**src/rtl/game_mode_ctrl.sv**
```systemverilog
// Game-flow controller for the tank game: IDLE/CLASSIC/INFINITY/PAUSE/OVER sequencing
// with registered subsystem enables decoded from the next state.
module game_mode_ctrl #(
    parameter int N_ENEMY         = 4,
    parameter int CLASSIC_ENEMIES = 4,
    parameter int PROTECT_CYCLES  = 300000000,
    parameter int OVER_HOLD       = 100000000,
    parameter int CNT_W           = 32
) (
    input  logic               clk,
    input  logic               rst,
    input  logic               bt_st,
    input  logic               btn_mode_sel,
    input  logic               btn_pause,
    input  logic               btn_return,
    input  logic               gameover_classic,
    input  logic               gameover_infinity,
    output logic [N_ENEMY-1:0] enable_enemy_control,
    output logic [N_ENEMY-1:0] enable_enemy_display,
    output logic [N_ENEMY-1:0] enable_enemy_shell,
    output logic               enable_myshell,
    output logic               enable_mytank_control,
    output logic               enable_mytank_display,
    output logic               enable_game_classic,
    output logic               enable_game_infinity,
    output logic               enable_reward,
    output logic               enable_startmusic,
    output logic               enable_gamemusic,
    output logic               start_protect,
    output logic [2:0]         mode
);

    typedef enum logic [2:0] {
        S_IDLE     = 3'd0,
        S_CLASSIC  = 3'd1,
        S_INFINITY = 3'd2,
        S_OVER     = 3'd3,
        S_PAUSE    = 3'd4
    } state_t;

    function automatic logic [N_ENEMY-1:0] classic_mask();
        logic [N_ENEMY-1:0] m;
        m = '0;
        for (int unsigned i = 0; i < unsigned'(N_ENEMY); i++)
            m[i] = (i < unsigned'(CLASSIC_ENEMIES));
        return m;
    endfunction

    localparam logic [N_ENEMY-1:0] CLASSIC_MASK = classic_mask();
    localparam logic [CNT_W-1:0]   PROT_LAST    = CNT_W'(PROTECT_CYCLES - 1);
    localparam logic [CNT_W-1:0]   HOLD_MAX     = CNT_W'(OVER_HOLD);

    state_t             state, nxt;
    logic               saved_classic, saved_nx;
    logic               st_d, pause_d, ret_d;
    logic               st_e, pause_e, ret_e;
    logic [CNT_W-1:0]   prot_cnt, hold_cnt;
    logic               in_game;

    logic [N_ENEMY-1:0] ctrl_nx, disp_nx, shell_nx;
    logic               myshell_nx, mytank_ctrl_nx, mytank_disp_nx;
    logic               classic_nx, infinity_nx, reward_nx, startmusic_nx, gamemusic_nx;

    assign st_e    = bt_st & ~st_d;
    assign pause_e = btn_pause & ~pause_d;
    assign ret_e   = btn_return & ~ret_d;
    assign in_game = (state == S_CLASSIC) || (state == S_INFINITY);
    assign mode    = state;

    always_comb begin
        nxt      = state;
        saved_nx = saved_classic;
        case (state)
            S_IDLE:     if (st_e) nxt = btn_mode_sel ? S_CLASSIC : S_INFINITY;
            S_CLASSIC: begin
                if (gameover_classic) nxt = S_OVER;
                else if (pause_e) begin
                    nxt      = S_PAUSE;
                    saved_nx = 1'b1;
                end
            end
            S_INFINITY: begin
                if (gameover_infinity) nxt = S_OVER;
                else if (pause_e) begin
                    nxt      = S_PAUSE;
                    saved_nx = 1'b0;
                end
            end
            S_PAUSE: begin
                if (ret_e)        nxt = S_IDLE;
                else if (pause_e) nxt = saved_classic ? S_CLASSIC : S_INFINITY;
            end
            S_OVER:     if (ret_e && hold_cnt == HOLD_MAX) nxt = S_IDLE;
            default:    nxt = S_IDLE;
        endcase
    end

    // Enables are decoded from the upcoming state so they land on the same edge as mode.
    always_comb begin
        ctrl_nx        = '0;
        disp_nx        = '0;
        shell_nx       = '0;
        myshell_nx     = 1'b0;
        mytank_ctrl_nx = 1'b0;
        mytank_disp_nx = 1'b0;
        classic_nx     = 1'b0;
        infinity_nx    = 1'b0;
        reward_nx      = 1'b0;
        startmusic_nx  = 1'b0;
        gamemusic_nx   = 1'b0;
        case (nxt)
            S_IDLE: startmusic_nx = 1'b1;
            S_CLASSIC, S_INFINITY: begin
                ctrl_nx        = (nxt == S_CLASSIC) ? CLASSIC_MASK : '1;
                disp_nx        = ctrl_nx;
                shell_nx       = ctrl_nx;
                myshell_nx     = 1'b1;
                mytank_ctrl_nx = 1'b1;
                mytank_disp_nx = 1'b1;
                reward_nx      = 1'b1;
                classic_nx     = (nxt == S_CLASSIC);
                infinity_nx    = (nxt == S_INFINITY);
            end
            S_PAUSE: begin
                disp_nx        = saved_nx ? CLASSIC_MASK : '1;
                mytank_disp_nx = 1'b1;
                classic_nx     = saved_nx;
                infinity_nx    = ~saved_nx;
            end
            S_OVER: gamemusic_nx = 1'b1;
            default: startmusic_nx = 1'b0;
        endcase
    end

    always_ff @(posedge clk) begin
        if (rst) begin
            state                 <= S_IDLE;
            saved_classic         <= 1'b1;
            st_d                  <= 1'b1;
            pause_d               <= 1'b1;
            ret_d                 <= 1'b1;
            prot_cnt              <= '0;
            hold_cnt              <= '0;
            start_protect         <= 1'b0;
            enable_enemy_control  <= '0;
            enable_enemy_display  <= '0;
            enable_enemy_shell    <= '0;
            enable_myshell        <= 1'b0;
            enable_mytank_control <= 1'b0;
            enable_mytank_display <= 1'b0;
            enable_game_classic   <= 1'b0;
            enable_game_infinity  <= 1'b0;
            enable_reward         <= 1'b0;
            enable_startmusic     <= 1'b1;
            enable_gamemusic      <= 1'b0;
        end else begin
            state                 <= nxt;
            saved_classic         <= saved_nx;
            st_d                  <= bt_st;
            pause_d               <= btn_pause;
            ret_d                 <= btn_return;
            enable_enemy_control  <= ctrl_nx;
            enable_enemy_display  <= disp_nx;
            enable_enemy_shell    <= shell_nx;
            enable_myshell        <= myshell_nx;
            enable_mytank_control <= mytank_ctrl_nx;
            enable_mytank_display <= mytank_disp_nx;
            enable_game_classic   <= classic_nx;
            enable_game_infinity  <= infinity_nx;
            enable_reward         <= reward_nx;
            enable_startmusic     <= startmusic_nx;
            enable_gamemusic      <= gamemusic_nx;

            // A game cycle that ends by pausing still counts toward protection.
            if (state == S_IDLE && nxt != S_IDLE) begin
                prot_cnt      <= '0;
                start_protect <= 1'b1;
            end else if (nxt == S_OVER || nxt == S_IDLE) begin
                start_protect <= 1'b0;
            end else if (in_game && start_protect) begin
                prot_cnt <= prot_cnt + CNT_W'(1);
                if (prot_cnt == PROT_LAST) start_protect <= 1'b0;
            end

            if (nxt == S_OVER && state != S_OVER)
                hold_cnt <= '0;
            else if (state == S_OVER && hold_cnt != HOLD_MAX)
                hold_cnt <= hold_cnt + CNT_W'(1);
        end
    end

endmodule
```
**config.mk**
```make
export PLATFORM = sky130hd
export DESIGN_NAME = game_mode_ctrl
export DESIGN_NICKNAME = d
export VERILOG_FILES = /design/src/rtl/game_mode_ctrl.sv
export SDC_FILE = /design/constraint.sdc
export NUM_CORES = 1
export LEC_CHECK = 0
export ABC_AREA = 0
export CORE_MARGIN = 4
export CORE_UTILIZATION = 45
export CTS_CLUSTER_SIZE = 12
export DETAILED_ROUTE_END_ITERATION = 16
export GPL_TIMING_DRIVEN = 0
export PLACE_DENSITY = 0.73
export SYNTH_ARGS = -nofsm -noshare
export SYNTH_HDL_FRONTEND = slang
export SYNTH_SLANG_ARGS = --single-unit
```
**constraint.sdc**
```tcl
create_clock -name clk -period 2.2 [get_ports clk]
set_input_delay 0.33 -clock clk [delete_from_list [all_inputs] [get_ports clk]]
set_output_delay 0.33 -clock clk [all_outputs]
set_load 0.005 [all_outputs]
```
== Yosys cells after proc, flatten, opt, wreduce, memory -nomap -nowiden ==
Cells that the tools add are included.

* Logic and storage cells: 83
* Input bits: 8
* Flip-flop bits (word level): 86
* Output and inout port bits: 24

* Add/sub/neg operators: 2
* Bitwise operators: 8
* Reduce and logical (&&, ||, !) cells: 18
* Equality and inequality tests: 12
* Mux-type cells: 27

{| class="wikitable"
|+ Operator list
! operator !! number
|-
| adder 32 x 1 -> 32 bit, second input constant || 2
|-
| equality test 32 x 27 -> 1 bit, second input constant || 1
|-
| equality test 32 x 29 -> 1 bit, second input constant || 1
|-
| != test 32 x 27 -> 1 bit, second input constant || 1
|-
| 2-to-1 mux 3 bit || 7
|-
| one-hot mux 3 bit (5 select lines) || 1
|-
| equality test 3 x 2 -> 1 bit, second input constant || 4
|-
| 2-to-1 mux 1 bit || 12
|-
| nonzero test 3 bit || 3
|-
| 2-to-1 mux 4 bit || 2
|-
| equality test 3 x 1 -> 1 bit, second input constant || 2
|-
| equality test 3 bit, second input constant || 2
|-
| zero test 3 bit || 2
|-
| one-hot mux 1 bit (2 select lines) || 3
|-
| OR reduction 2 bit || 3
|-
| logical AND 1 bit || 5
|-
| inverter 1 bit || 5
|-
| 2-to-1 mux 2 bit || 2
|-
| AND reduction 2 bit || 2
|-
| AND 1 bit || 3
|-
| != test 3 x 2 -> 1 bit, second input constant || 1
|-
| OR reduction 3 bit || 1
|-
| logical OR 1 bit || 2
|}

== Depth between registers and ports, before layout ==
* Depth after elaboration: 9
* Gate-level depth with buffers: 7
* Gate-level depth less buffers: 6

== Worst setup path after synthesis ==
No wires, ideal clock.

* Path type: flip-flop to flip-flop
* Start: register state[0] (netlist: mode[0])
* End: register prot_cnt[31]
* Cell stages (with the launch flop): 6
* Path buffers: 0
* Arrival time: 1.843 ns
* Library setup time: 0.070 ns
* Data required time: 2.130 ns
* Clock period less this slack: 1.912 ns
* Setup slack: 0.288 ns
* Path through: dfxtp_1 -> nor3b_2 -> o2111ai_2 -> or3_1 -> or4_1 -> a21oi_1

* Longest elaborated chain between the ends: 7
* Elaborated cells on any way between the ends: 23
* Those cells by class: eq/ne: 5; mux: 8; bitwise: 1; reduce/logical: 9

{| class="wikitable"
|+ Ends and longest elaborated chain
! item !! line !! RTL
|-
| from (decl) || 53 || <nowiki>state_t state, nxt;</nowiki>
|-
| from (signal assigned) || 157 || <nowiki>state <= nxt;</nowiki>
|-
| 2-to-1 mux 3 bit, on equally long branches || 91, 77, 84 ||
|-
| 2-to-1 mux 3 bit, on equally long branches || 90, 76, 83 ||
|-
| one-hot mux 3 bit (5 select lines) || 73 || <nowiki>case (state)</nowiki>
|-
| equality test 3 x 2 -> 1 bit or zero test 3 bit (tied branches) || 178 || <nowiki>end else if (nxt == S_OVER || nxt == S_IDLE) begin</nowiki>
|-
| logical OR 1 bit || 178 ||
|-
| inverter 1 bit (no source line) || n/a ||
|-
| AND reduction 2 bit (no source line) || n/a ||
|-
| to (signal assigned) || 181 || <nowiki>prot_cnt <= prot_cnt + CNT_W'(1);</nowiki>
|-
| to (decl) || 57 || <nowiki>logic [CNT_W-1:0] prot_cnt, hold_cnt;</nowiki>
|}

Several ways; a longest one is shown, not always the timed one.
A chain may end at the register's enable or synchronous reset.

== Worst setup path after layout ==
* Start: input port gameover_classic
* End: register prot_cnt[31]

* Longest elaborated chain between the ends: 6
* Elaborated cells on any way between the ends: 10
* Those cells by class: eq/ne: 1; mux: 2; bitwise: 1; reduce/logical: 6

{| class="wikitable"
|+ Ends and longest elaborated chain
! item !! line !! RTL
|-
| from (decl) || 16 || <nowiki>input logic gameover_classic,</nowiki>
|-
| 2-to-1 mux 3 bit (*) || 76 || <nowiki>if (gameover_classic) nxt = S_OVER;</nowiki>
|-
| one-hot mux 3 bit (5 select lines) (*) || 73 ||
|-
| equality test 3 x 2 -> 1 bit or zero test 3 bit (tied branches) || 178 ||
|-
| logical OR 1 bit || 178 ||
|-
| inverter 1 bit (no source line) || n/a ||
|-
| AND reduction 2 bit (no source line) || n/a ||
|}

Mark *: on every way between the ends. The rest lies on a longest branch, timed or not.

==> metrics.txt <==
status=complete, no violations; Die Wd=101.6 um; number of synthesis warnings=0; CP Data Arrival Time=around 2500 ps; minimum clock period=2166 ps; CP max-delay cell=or4_1; Clock power frac=36.9%; area of the multi-input gates=2173 um^2; Net Count, Synth=491; number of remaining DRC errors=0; Initial Utilization=47.04%; root buffer cell=clkbuf_8; Final setup viols=0; I/O pin cnt=32; Vias=3597; Fmax=461.7 MHz; Cells after Synth=480; H-Tree Depth=3; first-pass GRT wire length=15.15 mm; CP Capture Type=flop; mapped cell area=3943 um^2; gpl congestion=0.8309; CORE AREA=8382 um^2; Worst Path Max Fanout=8; RSZ-0062 raised after global routing=true; Post-Syn Area per Cell=8.214 um^2; die height=101.6 um; crit-path cells=clkdlybuf4s50_1 > nor3b_4 > o2111ai_4 > or3_1 > or4_1 > a21oi_1; mux contribution to synthesized area=less than 1%; FP Rows=33; Synth Area in Simple Gates=33.10%; max-slew violations=0; Layout area overhead=18.91%; Initial DRC Count=152; via density per instance=5.710; Synth Area in Compound Gates=11.74%; Design Area, Final=between 4000 and 5000 um^2; Worst Tran Pin Value=552.3 ps; worst slack at placement=-371.2 ps; XOR/XNOR share of the synthesized area=7.331%; routed len/inst=14.49 um; Async SR Flop Fraction=0%; CP bufs+invs=1; CTS buffer count=9; net switching power figure=just over 900 uW; Period Utilization, post-route=98.45%; crit-path leading delay family=simple AND/OR/NAND/NOR gates; power density over the cells=761.9 nW/um^2; sw frac=25.42%; largest family of logic cells by synthesized area=simple AND/OR/NAND/NOR gates; Lkg Pwr=0.001497 uW; # port buffers=30; Sequential cell area=1563 um^2; Post-synth EDFFs=0; Max-slew headroom=between 60% and 70%; register area share after synthesis=between 30% and 40%; nets=532; antenna violations before repair=0; vias in the first global route=3234; Util after Layout=55.93%; ANT nets after route=0; GRT Total Usage=a little under a fifth; ANT cells=0; HP Class=input port to flop; worst setup path class=input port to flop; WP data required=2490 ps; Synth Area in Adders=0.9521%; clock sink total=78; Post-DP HPWL=roughly 6.4 mm; Max Cap Viol=0; die footprint=10320 um^2; layout cells sized above 1=10.48%; peak supply drop=slightly below 0.3 mV; worst setup margin=34.08 ps; worst skew pair latency=roughly 360 ps; register share of total power=a little over two fifths; Yosys reg bits=78; Internal Power=2664 uW; number of fill cells in the layout=760; Area after DPL=4374 um^2; clk slew on worst S/H paths=80 ps; final hold viol count=0; critical path's largest stage delay=490 ps; Distinct cells, synth=50; clock skew=10.74 ps; largest net degree at the start of global routing=14; Hold Buf Count CTS=0; CP startpoint kind=input port; grt total ovfl=0; Logic pwr share=between 20% and 30%; DRT Pass-1 Iters=4; Post-synth top flop=dfxtp_1; clock buffer depth=2; CTS tree=yes; final WL=9.127 mm
flip-flops by register name, indices dropped and copies added, names as in the netlist:
name	cells
pause_d	1
prot_cnt	32
enable_enemy_display	1
start_protect	1
enable_gamemusic	1
enable_enemy_shell	1
enable_startmusic	1
st_d	1
saved_classic	1
enable_game_infinity	1
enable_game_classic	1
mode	3
ret_d	1
hold_cnt	32
per-layer routing:
layer | vias up | global-route usage [%] | wire length, um
li1 | 1798 | - | -
met1 | 1727 | 23.98 | 4218
met2 | 56 | 29.43 | 4369
met3 | 16 | 4.477 | 376
met4 | 0 | 5.521 | 163
met5 | - | 0 | 0
logic make-up (layout without fill, tap and decap cells):
family / after synthesis / after routing
adder cells (fa/ha/maj): 3 / 3
flip-flops: 78 / 78
multiplexers: 2 / 2
buffers and inverters: 54 / 99
AND/OR/NAND/NOR: 231 / 231
AO/OA/AOI/OAI: 79 / 79
XOR/XNOR: 33 / 33
power by group through the flow:
stage | combinational (uW) | clock [uW] | sequential, uW
floorplan | 378 | 0 | 1540
global placement | 707 | 0 | 1540
detailed placement | 716 | 0 | 1550
global route | 798 | 1430 | 1530
CTS | 725 | 1350 | 1520
finish | 736 | 1320 | 1520
placed cells by master (no fill, tap or decap), types with 3 or more instances in the layout:
master           count
xnor2_1             29
o21ai_0             26
nand3_1             26
buf_4               16
xor2_1               4
or2_2                3
and3_1              10
nand4_1             16
or3_1               24
clkbuf_2             3
nor3_1              11
nor3b_1              3
and2_1               6
o21a_1               4
nand3b_1             3
nor4b_1              6
nand2b_1             7
buf_2                5
inv_1               16
bufinv_16            3
or4_1                3
clkdlybuf4s50_1     30
dfxtp_1             77
clkbuf_1            13
nor2_1              46
a21oi_1             30
nand2_1             26
clkbuf_8            10
ha_1                 3
o31ai_1              3
nor4_1              20
and4_1               6
repair_timing:
action / in CTS / in global routing
resized for setup: 2 / 15
pin swaps: 1 / 2
setup endpoints to repair: 12 / 30
setup buffers: 1 / 0
cells in the mapped netlist (2+ instances only):
| library cell | instances | area share, % |
|---|---|---|
| mux2i_1 | 2 | 0.51 |
| nor4_1 | 22 | 3.5 |
| and4b_1 | 2 | 0.51 |
| nand3_1 | 26 | 3.3 |
| nor3b_1 | 3 | 0.57 |
| buf_2 | 6 | 0.76 |
| o21ai_0 | 27 | 3.4 |
| nor2_1 | 46 | 4.4 |
| buf_4 | 15 | 2.9 |
| o211ai_1 | 2 | 0.38 |
| nor4b_1 | 6 | 1.3 |
| o22ai_1 | 2 | 0.32 |
| o21a_1 | 4 | 0.76 |
| nand2_1 | 26 | 2.5 |
| ha_1 | 3 | 0.95 |
| xor2_1 | 4 | 0.89 |
| nor2b_1 | 2 | 0.32 |
| nand4_1 | 16 | 2.5 |
| nand3b_1 | 3 | 0.57 |
| and2_1 | 6 | 0.95 |
| or3_1 | 24 | 3.8 |
| and3_1 | 10 | 1.6 |
| nor3_1 | 12 | 1.5 |
| nand2b_1 | 7 | 1.1 |
| a21oi_1 | 30 | 3.8 |
| xnor2_1 | 29 | 6.4 |
| or4_1 | 3 | 0.57 |
| inv_1 | 16 | 1.5 |
| o31ai_1 | 4 | 0.76 |
| nor3b_2 | 2 | 0.63 |
| clkbuf_1 | 17 | 1.6 |
| dfxtp_1 | 78 | 40 |
| and4_1 | 6 | 1.3 |
| or2_2 | 3 | 0.48 |
worst paths after layout:
path,start,end,slack (ps),cells after the start
min,rst,enable_game_classic,310,2
max,gameover_classic,prot_cnt[31],30,6
max reg2reg,mode[0],prot_cnt[31],60,5
min reg2reg,hold_cnt[31],hold_cnt[31],490,2
stage by stage:
step	hold slack (ps)	std cells	setup TNS [ps]	total power, uW
6_report	308.2	630	0	3572
5_1_grt	318.8	630	-232.6	3754
4_1_cts	292.8	631	0	3590
3_5_place_dp	480.1	615	-6426	2264
3_3_place_gp	468.2	615	-5301	2250
2_1_floorplan	436.6	480	0	1920
worst register-to-register path, delay by kind of cell, from the launching register on:
kind             cells  cell delay, ps
flip-flops           1             420
AND/OR/NAND/NOR      3            1290
AO/OA/AOI/OAI        2             380
layout make-up:
class                   instances  share of cell area (%)
well taps                     105                   2.802
clock inverters                 5                   2.268
multi-input cells             348                   46.36
repair buffers                 31                   6.565
clock buffers                  10                   2.936
plain buffers                  37                   4.457
flip-flops and latches         78                   33.33
inverters                      16                   1.281
Power figures use the tool's default switching activity.
